<file path="config.mk">
export PLATFORM = sky130hd
export DESIGN_NAME = cbi980_axil_regbridge
export DESIGN_NICKNAME = d
export VERILOG_FILES = /design/src/rtl/cbi980_axil_pkg.sv /design/src/rtl/cbi980_axil_arb.sv /design/src/rtl/cbi980_axil_regbridge.sv
export SDC_FILE = /design/constraint.sdc
export NUM_CORES = 1
export LEC_CHECK = 0
export BUFFER_PORTS_ARGS = -buffer_cell sky130_fd_sc_hd__buf_2
export CAP_MARGIN = 20
export CORE_UTILIZATION = 30
export CTS_BUF_LIST = sky130_fd_sc_hd__clkbuf_4
export DETAILED_ROUTE_END_ITERATION = 8
export GPL_TIMING_DRIVEN = 1
export SYNTH_ARGS = -nofsm -noshare
export SYNTH_HDL_FRONTEND = slang
export SYNTH_HIERARCHICAL = 1
export SYNTH_SLANG_ARGS = --single-unit
</file>
<file path="constraint.sdc">
create_clock -name aclk -period 6.55 [get_ports aclk]
set_clock_uncertainty 0.05 [all_clocks]
set_input_delay 0.655 -clock aclk [delete_from_list [all_inputs] [get_ports aclk]]
set_output_delay 0.655 -clock aclk [all_outputs]
set_load 0.02 [all_outputs]
</file>
<file path="src/rtl/cbi980_axil_pkg.sv">
// Shared constants, FSM encoding and helpers for the CBI980 AXI4-Lite register bridge.
package cbi980_axil_pkg;

    localparam logic [1:0] RESP_OKAY   = 2'b00;
    localparam logic [1:0] RESP_SLVERR = 2'b10;

    typedef enum logic [1:0] {
        ST_IDLE = 2'd0,
        ST_REQ  = 2'd1,
        ST_RESP = 2'd2
    } state_t;

    // Ceiling log2, usable in constant expressions.
    function automatic int unsigned clog2(input int unsigned v);
        int unsigned r;
        r = 0;
        for (int i = 0; i < 32; i++) begin
            if ((64'd1 << i) < 64'(v)) r = 32'(i + 1);
        end
        return r;
    endfunction

endpackage

</file>
<file path="src/rtl/cbi980_axil_arb.sv">
// Two-requester arbiter: write/read share one backend port; the grant is held until done.
module cbi980_axil_arb (
    input  logic clk,
    input  logic rst,
    input  logic req_w,
    input  logic req_r,
    input  logic done,
    output logic gnt_w_c,
    output logic gnt_r_c
);

    logic busy;
    logic last_w;

    // Grants only while the port is free; a tie goes to whoever lost the last tie.
    always_comb begin
        gnt_w_c = 1'b0;
        gnt_r_c = 1'b0;
        if (!busy) begin
            if (req_w && req_r) begin
                gnt_w_c = !last_w;
                gnt_r_c = last_w;
            end else begin
                gnt_w_c = req_w;
                gnt_r_c = req_r;
            end
        end
    end

    always_ff @(posedge clk or posedge rst) begin
        if (rst) begin
            busy   <= 1'b0;
            last_w <= 1'b0;
        end else if (!busy) begin
            if (gnt_w_c || gnt_r_c) busy <= 1'b1;
            if (req_w && req_r) last_w <= gnt_w_c;
        end else if (done) begin
            busy <= 1'b0;
        end
    end

endmodule

</file>
<file path="src/rtl/cbi980_axil_regbridge.sv">
// AXI4-Lite slave bridging to the single-port req/ack register bus of the CBI980 I2S controller.
module cbi980_axil_regbridge
    import cbi980_axil_pkg::*;
#(
    parameter int unsigned ADDR_W   = 32,
    parameter int unsigned DATA_W   = 32,
    parameter int unsigned NREGS    = 16,
    parameter int unsigned TIMEOUT  = 255,
    parameter int unsigned REQ_PRIV = 0
) (
    input  logic                      aclk,
    input  logic                      arst,
    input  logic [ADDR_W-1:0]         awaddr,
    input  logic [2:0]                awprot,
    input  logic                      awvalid,
    output logic                      awready,
    input  logic [DATA_W-1:0]         wdata,
    input  logic [DATA_W/8-1:0]       wstrb,
    input  logic                      wvalid,
    output logic                      wready,
    output logic [1:0]                bresp,
    output logic                      bvalid,
    input  logic                      bready,
    input  logic [ADDR_W-1:0]         araddr,
    input  logic [2:0]                arprot,
    input  logic                      arvalid,
    output logic                      arready,
    output logic [DATA_W-1:0]         rdata,
    output logic [1:0]                rresp,
    output logic                      rvalid,
    input  logic                      rready,
    output logic                      reg_req,
    output logic                      reg_we,
    output logic [clog2(NREGS)-1:0]   reg_addr,
    output logic [DATA_W-1:0]         reg_wdata,
    output logic [DATA_W/8-1:0]       reg_wstrb,
    input  logic                      reg_ack,
    input  logic [DATA_W-1:0]         reg_rdata,
    input  logic                      reg_err
);

    localparam int unsigned STRB_W = DATA_W / 8;
    localparam int unsigned LSB    = clog2(STRB_W);
    localparam int unsigned IDX_W  = clog2(NREGS);
    localparam int unsigned WINDOW = NREGS * STRB_W;
    localparam int unsigned CNT_W  = (TIMEOUT > 1) ? clog2(TIMEOUT) : 1;

    logic              aw_full, w_full, ar_full;
    logic              aw_full_n, w_full_n, ar_full_n;
    logic [ADDR_W-1:0] aw_addr_q, ar_addr_q;
    logic              aw_priv_q, ar_priv_q;
    logic [DATA_W-1:0] w_data_q;
    logic [STRB_W-1:0] w_strb_q;
    logic [CNT_W-1:0]  to_cnt;

    state_t w_state, w_state_n, r_state, r_state_n;

    logic aw_hs, w_hs, ar_hs, b_done, r_done;
    logic w_pend, r_pend, w_bad, r_bad, req_w, req_r;
    logic gnt_w_c, gnt_r_c;
    logic to_hit, bk_done;
    logic [1:0] rsp_c;
    logic unused_prot;

    function automatic logic bad_access(input logic [ADDR_W-1:0] addr, input logic priv);
        return (addr >= ADDR_W'(WINDOW)) || ((REQ_PRIV != 0) && !priv);
    endfunction

    assign unused_prot = ^{awprot[2:1], arprot[2:1]};

    assign aw_hs  = awvalid && awready;
    assign w_hs   = wvalid && wready;
    assign ar_hs  = arvalid && arready;
    assign b_done = bvalid && bready;
    assign r_done = rvalid && rready;

    // Holders stay full from capture until their response handshake completes.
    assign aw_full_n = (aw_full || aw_hs) && !b_done;
    assign w_full_n  = (w_full || w_hs) && !b_done;
    assign ar_full_n = (ar_full || ar_hs) && !r_done;

    assign w_pend = aw_full && w_full && (w_state == ST_IDLE);
    assign r_pend = ar_full && (r_state == ST_IDLE);
    assign w_bad  = bad_access(aw_addr_q, aw_priv_q);
    assign r_bad  = bad_access(ar_addr_q, ar_priv_q);
    assign req_w  = w_pend && !w_bad;
    assign req_r  = r_pend && !r_bad;

    assign to_hit  = (TIMEOUT != 0) && reg_req && !reg_ack && (to_cnt == CNT_W'(TIMEOUT - 1));
    assign bk_done = (reg_req && reg_ack) || to_hit;
    assign rsp_c   = (to_hit || reg_err) ? RESP_SLVERR : RESP_OKAY;

    cbi980_axil_arb u_arb (
        .clk     (aclk),
        .rst     (arst),
        .req_w   (req_w),
        .req_r   (req_r),
        .done    (bk_done),
        .gnt_w_c (gnt_w_c),
        .gnt_r_c (gnt_r_c)
    );

    always_ff @(posedge aclk or posedge arst) begin
        if (arst) begin
            w_state <= ST_IDLE;
            r_state <= ST_IDLE;
        end else begin
            w_state <= w_state_n;
            r_state <= r_state_n;
        end
    end

    always_comb begin
        w_state_n = w_state;
        r_state_n = r_state;
        case (w_state)
            ST_IDLE: if (w_pend && w_bad) w_state_n = ST_RESP;
                     else if (gnt_w_c)    w_state_n = ST_REQ;
            ST_REQ:  if (bk_done)         w_state_n = ST_RESP;
            ST_RESP: if (b_done)          w_state_n = ST_IDLE;
            default:                      w_state_n = ST_IDLE;
        endcase
        case (r_state)
            ST_IDLE: if (r_pend && r_bad) r_state_n = ST_RESP;
                     else if (gnt_r_c)    r_state_n = ST_REQ;
            ST_REQ:  if (bk_done)         r_state_n = ST_RESP;
            ST_RESP: if (r_done)          r_state_n = ST_IDLE;
            default:                      r_state_n = ST_IDLE;
        endcase
    end

    always_ff @(posedge aclk or posedge arst) begin
        if (arst) begin
            aw_full   <= 1'b0;
            w_full    <= 1'b0;
            ar_full   <= 1'b0;
            awready   <= 1'b0;
            wready    <= 1'b0;
            arready   <= 1'b0;
            aw_addr_q <= '0;
            ar_addr_q <= '0;
            aw_priv_q <= 1'b0;
            ar_priv_q <= 1'b0;
            w_data_q  <= '0;
            w_strb_q  <= '0;
            bvalid    <= 1'b0;
            bresp     <= RESP_OKAY;
            rvalid    <= 1'b0;
            rresp     <= RESP_OKAY;
            rdata     <= '0;
            reg_req   <= 1'b0;
            reg_we    <= 1'b0;
            reg_addr  <= '0;
            reg_wdata <= '0;
            reg_wstrb <= '0;
            to_cnt    <= '0;
        end else begin
            aw_full <= aw_full_n;
            w_full  <= w_full_n;
            ar_full <= ar_full_n;
            awready <= !aw_full_n;
            wready  <= !w_full_n;
            arready <= !ar_full_n;
            if (aw_hs) begin
                aw_addr_q <= awaddr;
                aw_priv_q <= awprot[0];
            end
            if (w_hs) begin
                w_data_q <= wdata;
                w_strb_q <= wstrb;
            end
            if (ar_hs) begin
                ar_addr_q <= araddr;
                ar_priv_q <= arprot[0];
            end

            // Entering RESP straight from IDLE means the access was rejected at decode.
            if (w_state_n == ST_RESP && w_state != ST_RESP) begin
                bvalid <= 1'b1;
                bresp  <= (w_state == ST_IDLE) ? RESP_SLVERR : rsp_c;
            end else if (b_done) begin
                bvalid <= 1'b0;
            end
            if (r_state_n == ST_RESP && r_state != ST_RESP) begin
                rvalid <= 1'b1;
                rresp  <= (r_state == ST_IDLE) ? RESP_SLVERR : rsp_c;
                rdata  <= (r_state == ST_IDLE || rsp_c != RESP_OKAY) ? '0 : reg_rdata;
            end else if (r_done) begin
                rvalid <= 1'b0;
            end

            if (gnt_w_c) begin
                reg_req   <= 1'b1;
                reg_we    <= 1'b1;
                reg_addr  <= aw_addr_q[IDX_W+LSB-1:LSB];
                reg_wdata <= w_data_q;
                reg_wstrb <= w_strb_q;
                to_cnt    <= '0;
            end else if (gnt_r_c) begin
                reg_req   <= 1'b1;
                reg_we    <= 1'b0;
                reg_addr  <= ar_addr_q[IDX_W+LSB-1:LSB];
                reg_wstrb <= '0;
                to_cnt    <= '0;
            end else if (bk_done) begin
                reg_req <= 1'b0;
            end else if (reg_req) begin
                to_cnt <= to_cnt + CNT_W'(1);
            end
        end
    end

endmodule
</file>
Yosys cells after proc, flatten, opt, wreduce, memory -nomap -nowiden
Cells that the tools add are included.

word-level totals
  register bits = 200
  input port bits = 147
  output and inout port bits = 83
  word-level logic and storage cells = 124

operators by class
  $add $sub $neg = 1
  order comparisons = 2
  equal/unequal tests = 10
  mux-type cells = 38
  bitwise operators = 1
  reduce and logical (&&, ||, !) cells = 47

operators by type and width
  kind                                                                                   number
  32-bit by 7-bit greater-or-equal comparator with 1-bit output (second input constant)  2
  32-bit two-way mux                                                                     1
  8-bit two-way mux                                                                      4
  2-bit two-way mux                                                                      11
  1-bit logical AND                                                                      21
  1-bit two-way mux                                                                      16
  4-bit two-way mux                                                                      4
  2-bit one-hot mux with 3 select lines                                                  2
  1-bit zero test                                                                        9
  8-bit by 1-bit adder with 8-bit output (second input constant)                         1
  2-bit equality test (second input constant)                                            4
  8-bit equality test (second input constant)                                            1
  2-bit nonzero test                                                                     4
  1-bit logical OR                                                                       7
  3-bit nonzero test                                                                     2
  2-bit by 1-bit equality test with 1-bit output (second input constant)                 2
  2-bit zero test                                                                        2
  2-bit != test (second input constant)                                                  2
  2-bit AND reduction                                                                    2
  3-bit by 1-bit != test with 1-bit output (second input constant)                       1
  1-bit NOT                                                                              1

Logic depth before layout (Yosys ltp)
  depth in word-level cells = 12
  depth in mapped cells = 11
  depth with buffers taken out = 9

Hierarchy
Netlist, hierarchy kept.

by module, submodules not included
  module                 times used  cells an instance  area an instance (µm²)  seq. area each (µm²)
  cbi980_axil_regbridge  1           579                7816.2                  4854.7
  cbi980_axil_arb        1           11                 105.1                   50.0

Worst setup path before layout
Ideal clock, no wire load.

  kind = register -> register
  from = register aw_addr_q[6]
  to = register reg_addr[0]
  setup time = 136 ps
  arrival time = 2139 ps
  required time = 6364 ps
  slack = 4225 ps
  cell stages (with the launch flop) = 10
  path buffers = 3
  clock period less this slack = 2325 ps
  path through = dfrtp_1 nor4_1 nand4_1 nor3b_1 nand2b_1 a21oi_1 clkbuf_1 clkbuf_1 clkbuf_1 o21ai_0

on the way
  cells in the longest elaborated chain, start to end = 7
  elaborated cells between the ends (all ways) = 10
  those cells by class = 1 x order compare; 5 x mux; 4 x reduce/logical

ends and longest elaborated chain
  what                                                               RTL line                      text
  start: declaration                                                 cbi980_axil_regbridge.sv:50   logic [ADDR_W-1:0] aw_addr_q, ar_addr_q;
  start signal: assignment                                           cbi980_axil_regbridge.sv:165  aw_addr_q <= awaddr;
  32-bit by 7-bit greater-or-equal comparator with 1-bit output (*)  cbi980_axil_regbridge.sv:66   return (addr >= ADDR_W'(WINDOW)) || ((REQ_PRIV != 0) && !priv);
  1-bit zero test (*)                                                cbi980_axil_regbridge.sv:86   assign req_w = w_pend && !w_bad;
  1-bit logical AND (*)                                              cbi980_axil_regbridge.sv:86
  net req_w                                                          cbi980_axil_regbridge.sv:59   logic w_pend, r_pend, w_bad, r_bad, req_w, req_r;
  1-bit logical AND                                                  cbi980_axil_arb.sv:20         if (req_w && req_r) begin
  1-bit two-way mux (*)                                              cbi980_axil_arb.sv:20
  1-bit two-way mux (*)                                              cbi980_axil_arb.sv:19         if (!busy) begin
  net gnt_w_c                                                        cbi980_axil_regbridge.sv:60   logic gnt_w_c, gnt_r_c;
  4-bit two-way mux or 2-bit nonzero test (tied branches)            --
  end signal: assignment                                             cbi980_axil_regbridge.sv:195  reg_addr <= aw_addr_q[IDX_W+LSB-1:LSB];
  end signal: assignment                                             cbi980_axil_regbridge.sv:202  reg_addr <= ar_addr_q[IDX_W+LSB-1:LSB];
  end: declaration                                                   cbi980_axil_regbridge.sv:34   output logic [clog2(NREGS)-1:0] reg_addr,

Mark *: on every way through the listed nets, which the timed path passes. The rest lies on a longest branch.
A chain may end at the register's enable or synchronous reset.

Final worst setup path
  from = register ar_addr_q[30]
  to = register to_cnt[0]

on the way
  cells in the longest elaborated chain, start to end = 8
  elaborated cells between the ends (all ways) = 13
  those cells by class = 1 x order compare; 1 x eq/ne; 6 x mux; 5 x reduce/logical

ends and longest elaborated chain
  what                                                                              RTL line                      text
  start: declaration                                                                cbi980_axil_regbridge.sv:50
  start signal: assignment                                                          cbi980_axil_regbridge.sv:173  ar_addr_q <= araddr;
  32-bit by 7-bit greater-or-equal comparator with 1-bit output (*)                 cbi980_axil_regbridge.sv:66
  1-bit zero test (*)                                                               cbi980_axil_regbridge.sv:87   assign req_r = r_pend && !r_bad;
  1-bit logical AND (*)                                                             cbi980_axil_regbridge.sv:87
  net req_r                                                                         cbi980_axil_regbridge.sv:59
  1-bit logical AND                                                                 cbi980_axil_arb.sv:20
  1-bit two-way mux (*)                                                             cbi980_axil_arb.sv:20
  1-bit two-way mux (*)                                                             cbi980_axil_arb.sv:19
  net gnt_r_c                                                                       cbi980_axil_regbridge.sv:60
  3-bit by 1-bit != test with 1-bit output (no line), or another cell as far along  --
  2-bit AND reduction (no line) or 8-bit two-way mux (tied branches)                --
  end signal: assignment                                                            cbi980_axil_regbridge.sv:208  to_cnt <= to_cnt + CNT_W'(1);
  end: declaration                                                                  cbi980_axil_regbridge.sv:54   logic [CNT_W-1:0] to_cnt;

Marked as above.

==> flow_summary.json <==
{
  "report.final.slew_viol_count": 0,
  "vias_per_cell": 4.423,
  "cts_root_buf": "clkbuf_4",
  "critical_path_class": "reg -> reg",
  "rows": 59,
  "synth_top_area_share_pct": 61.92,
  "ys_ff_latch": 196,
  "crit_chain": "nor4_1 > and4_1 > nand3b_1 > nor2_1 > nor3b_2 > or2_2 > nor2_1",
  "grt_overflow": 0,
  "status": "complete, no violations",
  "critPathMaxFanout": 11,
  "synth.most_common_cell": "dfrtp_1",
  "required_ns": 6.93,
  "setup_slack_ns": 3.586,
  "dp_hpwl_mm": 11.37,
  "core_sq_um": 25980,
  "grt_max_degree": 143,
  "detail-route-antenna-nets": 0,
  "numCtsBuffers": 17,
  "drt_iter0_markers": 236,
  "max_stage_delay_ns": 0.86,
  "io_pins": 230,
  "synthArstFlopShare_pct": 100.0,
  "path_common_cell": "nor2_1",
  "cp-end-kind": "register",
  "clk_pin_slew_ns": 0.19,
  "grt_antenna_before_repair": 2,
  "setup_tns_ns": 0,
  "fp.dieArea_sq_um": 27060,
  "globalRouteTotalUtil_pct": 12.41,
  "synth.distinct_cells": 45,
  "post_cts_buffers": 0,
  "crit_path_start_kind": "register",
  "clk_path_buf_depth": 2,
  "worst_pin_slew_ns": 0.9690,
  "utilization_pct": 37.45,
  "dp.cells": 1121,
  "fin_nets": 956,
  "wirelength_mm": 16.76,
  "syn2layout_area_growth_pct": 22.86,
  "drive_gt1_share_pct": 48.78,
  "irDropWorstVdd_mv": 0.2387,
  "fp.dieH_um": 164.5,
  "final_cells": 1156,
  "synth-seq-area-share_pct": 61.92,
  "cts_resized": 0,
  "p_leak_uw": 0.004776,
  "finalHoldViolCount": 0,
  "worstPathArrival_ns": 3.34,
  "fin_crit_sh_pct": 45.25,
  "cts.htree.levels": 4,
  "drc": 0,
  "synth_cells": 590,
  "synth_common_cells": "196 x dfrtp_1, 130 x mux2_2, 48 x nand2_1, 44 x inv_1, 37 x mux2i_1",
  "synth-edff-count": 0,
  "vias": 5113,
  "slew_headroom_pct": 35.12,
  "final-setup-viol-count": 0,
  "cp_top_family": "simple AND/OR/NAND/NOR gates",
  "timing.final.crit_period_ns": 2.964,
  "rsz0062_at_grt": "no",
  "routedWlPerCell_um": 14.50,
  "maxCapViolCount": 0,
  "holdWs_ns": 0.2509,
  "pre_cts_ws_ns": 3.548,
  "synth_top_area_cell": "dfrtp_1",
  "power_density_nw_per_um2": 359.5,
  "grt_pass1_vias": 5000,
  "tritoncts_num_sinks": 196,
  "cts_tree": "built",
  "crit_slowest_cell": "nor3b_2",
  "syn-mean-instance-area_sq_um": 13.43,
  "ys_top_cells_by_area": "dfrtp_1 62%, mux2_2 18%, mux2i_1 4.7%",
  "worst-path-buf-inv": 0,
  "n_fill_cell": 2615,
  "mappedNetlistArea_sq_um": 7921,
  "hold_path.class": "in -> reg",
  "die_x_um": 164.5,
  "grt_pass1_wl_mm": 26.07,
  "gp_congestion": 0.7055,
  "synthFlopType": "dfrtp_1",
  "clk_latency_ns": 0.56,
  "start_util_pct": 30.48,
  "port_buffers": 219,
  "yosysWarningCount": 6,
  "cts_hold_buf": 1,
  "drt_pre_antenna_iters": 4,
  "fmax_mhz": 337.4
}
[final timing paths]
| check | slack [ns] | to | startpoint | depth (start not counted) |
|---|---|---|---|---|
| worst max-delay path | 3.59 | to_cnt[0] | ar_addr_q[30] | 7 |
| worst min-delay path | 0.25 | ar_addr_q[30] | araddr[30] | 2 |
| worst max register to register | 3.59 | to_cnt[0] | ar_addr_q[30] | 7 |
| worst min register to register | 0.43 | reg_addr[3] | aw_addr_q[5] | 2 |
| max in group asynchronous | 4.71 | to_cnt[2] | arst | 4 |
| min in group asynchronous | 0.49 | u_arb/busy | arst | 3 |
[metal layers]
| metal | global-route usage, % | vias to the layer above | share of wire (%) | wire length [um] |
|---|---|---|---|---|
| met1 | 16.50 | 2514 | 47 | 7850 |
| met2 | 19.03 | 136 | 46 | 7632 |
| met4 | 4.045 | 2 | 0.94 | 158 |
| met5 | 0 | - | 0.078 | 13 |
| met3 | 4.043 | 8 | 6.6 | 1108 |
| li1 | - | 2453 | - | - |
[cell type report]
| class | instances | area, sq um | share of cell area (%) |
|---|---|---|---|
| Antenna cell | 1 | 2.502 | 0.02571 |
| Clock buffer | 19 | 142.6 | 1.466 |
| Clock inverter | 13 | 170.2 | 1.749 |
| Timing Repair Buffer | 227 | 1179 | 12.11 |
| Sequential cell | 196 | 4905 | 50.40 |
| Multi-Input combinational cell | 320 | 2738 | 28.13 |
| Tap cell | 335 | 419.2 | 4.307 |
| Inverter | 45 | 176.4 | 1.813 |
[per-stage QoR]
stage / power (uW) / instance area, sq um
after floorplan: 2578 / 7925
after global placement: 2806 / 9379
after detailed placement: 2848 / 9379
after CTS: 3567 / 9702
after global routing: 3748 / 9732
final: 3499 / 9732
[flip-flops by register name, indices dropped and copies added (netlist names), 2 cells and up]
register	cells
ar_addr_q	32
rdata	32
reg_wdata	32
w_data_q	32
aw_addr_q	30
to_cnt	8
reg_addr	4
reg_wstrb	4
w_strb_q	4
r_state	2
w_state	2
[logic make-up after synthesis]
| kind of cell | share of synthesized area (%) |
|---|---|
| flip-flops | 61.92 |
| multiplexers | 23.16 |
| AND/OR/NAND/NOR | 7.029 |
| adder cells (fa/ha/maj) | 0.3159 |
| AO/OA/AOI/OAI | 2.622 |
| buffers and inverters | 4.028 |
| other | 0.04734 |
| XOR/XNOR | 0.8846 |
[where the power goes]
group          switching, uW  leakage (uW)  internal, uW
clock network            450      0.000166           252
registers                213       0.00246          1600
logic                    467       0.00215           516
[layout by cell type, fill, tap and decap left out, types with 2 or more instances in the layout]
cell type  synthesis  layout
and3_1             2       2
a21oi_1            5       4
o21ai_0           12      12
clkbuf_4           0      19
mux2_2           130     130
bufinv_16          0       2
nor2_1            13      13
nand2b_1           6       6
buf_4              2       6
dfrtp_1          196     196
conb_1             1       2
nor2b_1            2       2
xor2_1             6       6
nor3_1             2       2
mux2i_1           37      37
nand4_1            6       6
xnor2_1            2       2
ha_1               2       2
nand3_1            4       4
clkinv_4           0       4
and2_1             4       3
inv_8              0       4
inv_6              0       2
nor4_1            13      13
a21o_1             2       2
inv_1             44      43
buf_2              0     219
nand2_1           48      48
nand3b_1           2       2
(Power assumes the default switching activity.)
